### config.mk
export PLATFORM = sky130hd
export DESIGN_NAME = pipe_stall_ctrl
export DESIGN_NICKNAME = d
export VERILOG_FILES = /design/src/rtl/pipe_stall_ctrl.sv
export SDC_FILE = /design/constraint.sdc
export NUM_CORES = 1
export LEC_CHECK = 0
export CORE_MARGIN = 2
export CORE_UTILIZATION = 37
export CTS_CLUSTER_SIZE = 8
export DETAILED_ROUTE_END_ITERATION = 6
export PLACE_DENSITY = 0.76
export SYNTH_ARGS = -nofsm -noshare
export SYNTH_HDL_FRONTEND = slang
export SYNTH_SLANG_ARGS = --single-unit
### constraint.sdc
create_clock -name clock -period 2.2 [get_ports clock]
set_clock_uncertainty 0.05 [all_clocks]
set_input_delay 0.22 -clock clock [delete_from_list [all_inputs] [get_ports clock]]
set_output_delay 0.22 -clock clock [all_outputs]
set_load 0.02 [all_outputs]
### src/rtl/pipe_stall_ctrl.sv
// pipe_stall_ctrl: hazard and stall control for a five-stage pipeline.
// Generates PC/latch enables and flushes for load-use bubbles, branch
// redirects and multi-cycle mult/div operations, and counts front-end stall
// cycles in a saturating 16-bit counter.
// Optional feature: define MD_TIMEOUT_EN to abort a mult/div that waits
// more than MD_TIMEOUT cycles for md_ready, setting the sticky md_err flag.
module pipe_stall_ctrl #(
  parameter int unsigned MD_TIMEOUT = 64
) (
  input  logic        clock,
  input  logic        reset,
  input  logic [4:0]  fd_rs1,
  input  logic [4:0]  fd_rs2,
  input  logic        fd_uses_rs2,
  input  logic [4:0]  dx_rd,
  input  logic        dx_is_load,
  input  logic        dx_is_md,
  input  logic        branch_taken,
  input  logic        md_ready,
  output logic        pc_en,
  output logic        fd_en,
  output logic        dx_en,
  output logic        xm_en,
  output logic        mw_en,
  output logic        fd_flush,
  output logic        dx_flush,
  output logic        xm_flush,
  output logic        md_start,
  output logic        md_busy,
  output logic        md_err,
  output logic [15:0] stall_cycles
);

  typedef enum logic {IDLE, BUSY} state_t;

  state_t state;
  logic   load_use;
  logic   md_release;

  assign load_use = dx_is_load && (dx_rd != 5'd0) &&
                    ((dx_rd == fd_rs1) || (fd_uses_rs2 && (dx_rd == fd_rs2)));

`ifdef MD_TIMEOUT_EN
  localparam int unsigned TW = $clog2(MD_TIMEOUT + 1) + 1;

  logic [TW-1:0] to_cnt;
  logic          to_hit;

  assign to_hit     = (to_cnt >= TW'(MD_TIMEOUT));
  assign md_release = md_ready || to_hit;

  // Timeout counter (zero on BUSY entry, +1 per BUSY cycle) and sticky error
  always_ff @(posedge clock or posedge reset) begin
    if (reset) begin
      to_cnt <= '0;
      md_err <= 1'b0;
    end else if (state == IDLE) begin
      to_cnt <= '0;
    end else begin
      if (!to_hit) to_cnt <= to_cnt + 1'b1;
      if (to_hit && !md_ready) md_err <= 1'b1;
    end
  end
`else
  logic unused_timeout_cfg;

  assign unused_timeout_cfg = ^MD_TIMEOUT;
  assign md_release         = md_ready;
  assign md_err             = 1'b0;
`endif

  // Control decode: reset > mult/div > branch flush > load-use > normal
  always_comb begin
    pc_en    = 1'b0;
    fd_en    = 1'b0;
    dx_en    = 1'b0;
    xm_en    = 1'b0;
    mw_en    = 1'b0;
    fd_flush = 1'b0;
    dx_flush = 1'b0;
    xm_flush = 1'b0;
    md_start = 1'b0;
    md_busy  = 1'b0;
    if (!reset) begin
      mw_en = 1'b1;
      if (state == BUSY) begin
        md_busy = 1'b1;
        xm_en   = 1'b1;
        if (md_release) begin
          pc_en = 1'b1;
          fd_en = 1'b1;
          dx_en = 1'b1;
        end else begin
          xm_flush = 1'b1;
        end
      end else if (dx_is_md) begin
        md_start = 1'b1;
        xm_en    = 1'b1;
        xm_flush = 1'b1;
      end else if (branch_taken) begin
        pc_en    = 1'b1;
        fd_en    = 1'b1;
        dx_en    = 1'b1;
        xm_en    = 1'b1;
        fd_flush = 1'b1;
        dx_flush = 1'b1;
      end else if (load_use) begin
        dx_en    = 1'b1;
        xm_en    = 1'b1;
        dx_flush = 1'b1;
      end else begin
        pc_en = 1'b1;
        fd_en = 1'b1;
        dx_en = 1'b1;
        xm_en = 1'b1;
      end
    end
  end

  // FSM state and saturating stall-cycle counter
  always_ff @(posedge clock or posedge reset) begin
    if (reset) begin
      state        <= IDLE;
      stall_cycles <= '0;
    end else begin
      case (state)
        IDLE:    if (dx_is_md) state <= BUSY;
        BUSY:    if (md_release) state <= IDLE;
        default: state <= IDLE;
      endcase
      if (!pc_en && (stall_cycles != '1)) stall_cycles <= stall_cycles + 16'd1;
    end
  end

endmodule
==> metrics.md <==
| Metric | Value |
|---|---|
| Outcome | `complete, no violations` |
| Number of synthesized flops with an enable pin | `0` |
| Worst-path fanout max | `3` |
| Final instance area | `1790 um^2` |
| Post-Layout Cell Count | `201` |
| Count of pins over their slew limit | `0` |
| Die extent in y | `57.3 um` |
| Antenna violations before repair | `0` |
| RSZ-0062 raised after global routing | `yes` |
| I/O pin total | `49` |
| HPWL after DPL | `2240 um` |
| GR Overflow Total | `0` |
| TritonCTS clock tree | `yes` |
| TritonCTS Buffers | `3` |
| LEAKAGE | `0.768 nW` |
| Period utilization | `0.994` |
| Final Wtd Congestion | `0.783` |
| PnR Total Power | `1.56 mW` |
| DRT antenna net count | `0` |
| CP required | `2330 ps` |
| Most common cell after layout, fill and taps aside | `clkdlybuf4s50_1` |
| Setup tns final | `0 ps` |
| Pin count of the biggest net entering global routing | `14` |
| CP Capture Type | `flip-flop` |
| Cell area after synthesis | `1050 um^2` |
| Site Rows | `19` |
| Port bufs | `47` |
| CP Cell Sequence | `clkdlybuf4s50_1 -> xor2_1 -> nor4_2 -> a32oi_1 -> o41a_1 -> buf_4 -> nor4_4 -> mux2_4` |
| #FFs+latches synth | `17` |
| Final worst path period need | `2190 ps` |
| Post-CTS Hold Fix Bufs | `0` |
| # placed instances | `194` |
| Layout cell share with drive strength beyond 1 | `0.241` |
| H-tree levels | `1` |
| Distinct cells, synth | `32` |
| Root Buffer | `clkbuf_4` |
| Yosys warning count | `0` |
| Max Root-Sink Buffers | `2` |
| Fill count | `213` |
| CP delay by family, top | `compound AO/OA/AOI/OAI gates` |
| Die area | `3290 um^2` |
| Max VDD drop | `0.713 mV` |
| Slowest-stage cell, CP | `o41a_1` |
| DP Area | `1650 um^2` |
| Via density | `5.12` |
| # setup viols final | `0` |
| FMAX | `0.458 GHz` |
| Detailed Route WL | `2860 um` |
| Most frequent cells in the layout | `clkdlybuf4s50_1 (35), xor2_1 (16), buf_4 (16)` |
| Core Util, Final | `0.654` |
| Clock sink total | `17` |
| Worst stage delay on the critical path | `490 ps` |
| Core Region | `2730 um^2` |
| Cells after synthesis | `108` |
| Crit path kind | `input port to flip-flop` |
| Clk_lat worst skew | `280 ps` |
| DRT Pass-1 Iters | `3` |
| Hold crit path type | `input port to asynchronous set/reset pin` |
| DR vias | `1,029` |
| Post-Syn Area per Cell | `9.74 um^2` |
| Tot GR Track Use | `0.176` |
| Layout Area Growth over Synthesis | `69.8%` |
| Diodes inserted | `0` |
| Worst setup SP type | `input port` |
| Number of global-route vias before repair | `1,029` |
| CTS clk-pin slew, worst paths | `90 ps` |
| First-pass GRT wire length | `4550 um` |
| Share of flip-flops with an asynchronous set or reset | `1.00` |
| # nets final | `194` |
| Residual DRC | `0` |
| Seq/Total Area, Yosys | `0.404` |
| Synth Flop Type | `dfrtp_1` |
| Wirelength per Cell | `14.2 um` |
| Crit path DAT | `2310 ps` |
| Syn_nets | `131` |
| Buf/Inv on CP | `2` |
| DR iter-0 viols | `21` |
| Final Hold Violating Endpoints | `0` |
| Pwr per Cell Area | `875 nW/um^2` |
| Initial Utilization | `0.385` |
| Max Cap Violations | `0` |
| Die extent in x | `57.3 um` |
## through the flow
stage	setup WS, ps	hold WS, ps
floorplan	64.9	180
global placement	-381	441
CTS	2.61	386
detailed placement	-428	442
finish	14.3	401
global route	-37.6	404
## final timing paths
| check | from | to | slack [ps] | cells past startpoint |
|---|---|---|---|---|
| max in group asynchronous | reset | state | 1470 | 3 |
| min in group clock | stall_cycles[8] | stall_cycles[8] | 450 | 1 |
| worst min-delay path | reset | stall_cycles[6] | 400 | 3 |
| worst max-delay path | fd_rs2[4] | stall_cycles[14] | 10 | 8 |
| worst min register to register | stall_cycles[8] | stall_cycles[8] | 450 | 1 |
| worst max register to register | stall_cycles[0] | stall_cycles[3] | 90 | 9 |
## per-layer routing
metal / global-route usage / part of all wire / wire, um / up-vias
li1: - / - / - / 496
met1: 0.198 / 0.39 / 1110 / 489
met2: 0.320 / 0.52 / 1490 / 38
met3: 0.0431 / 0.073 / 208 / 6
met4: 0.0631 / 0.018 / 51 / 0
met5: 0 / 0 / 0 / -
## flip-flops by register name (all words and copies together) (netlist names)
signal / flops
stall_cycles: 16
state: 1
## where the power goes
| group | switching, mW | internal [mW] |
|---|---|---|
| logic | 0.395 | 0.429 |
| clock network | 0.0922 | 0.0705 |
| registers | 0.152 | 0.425 |
| total | 0.639 | 0.925 |
## logic make-up after synthesis
kind of cell	Yosys count	synth area share
simple gates	46	0.252
xor+xnor	23	0.191
flops	17	0.404
buf+inv	11	0.0511
compound gates	5	0.0440
mux	4	0.0416
fa+ha+maj	1	0.0119
other cells	1	0.00356
## area by class of cell
cell class	instances	area (um^2)	area share
Clock buffer	4	26.3	0.0147
Inverter	6	22.5	0.0126
Multi-Input combinational cell	80	652	0.365
Sequential cell	17	429	0.240
Tap cell	31	38.8	0.0217
Timing Repair Buffer	63	618	0.346
## what timing repair did
| item | CTS | global route |
|---|---|---|
| resized for setup | 16 | 20 |
| setup endpoints to repair | 5 | 14 |
| endpoints found under the hold margin | 0 | 0 |
| setup buffers | 0 | 3 |
| pin swaps | 3 | 7 |
| gates cloned | 0 | 0 |
## cell usage after synthesis (2+ instances only)
library cell | n | area [um^2]
dfrtp_1 | 17 | 425
or4_1 | 2 | 15.0
nand3_1 | 7 | 35.0
and2_1 | 2 | 12.5
nand4_1 | 3 | 18.8
xnor2_1 | 5 | 43.8
nor4_1 | 5 | 31.3
nor2_1 | 8 | 30.0
buf_4 | 3 | 22.5
xor2_1 | 18 | 158
nand2_1 | 4 | 15.0
mux2_1 | 2 | 22.5
nor3_1 | 8 | 40.0
inv_1 | 6 | 22.5
## worst min-delay path: stages
cell and delay [ps]:
clkdlybuf4s50_1 470, inv_1 200, buf_4 180
Note: power is estimated with default switching activity, not from simulation.
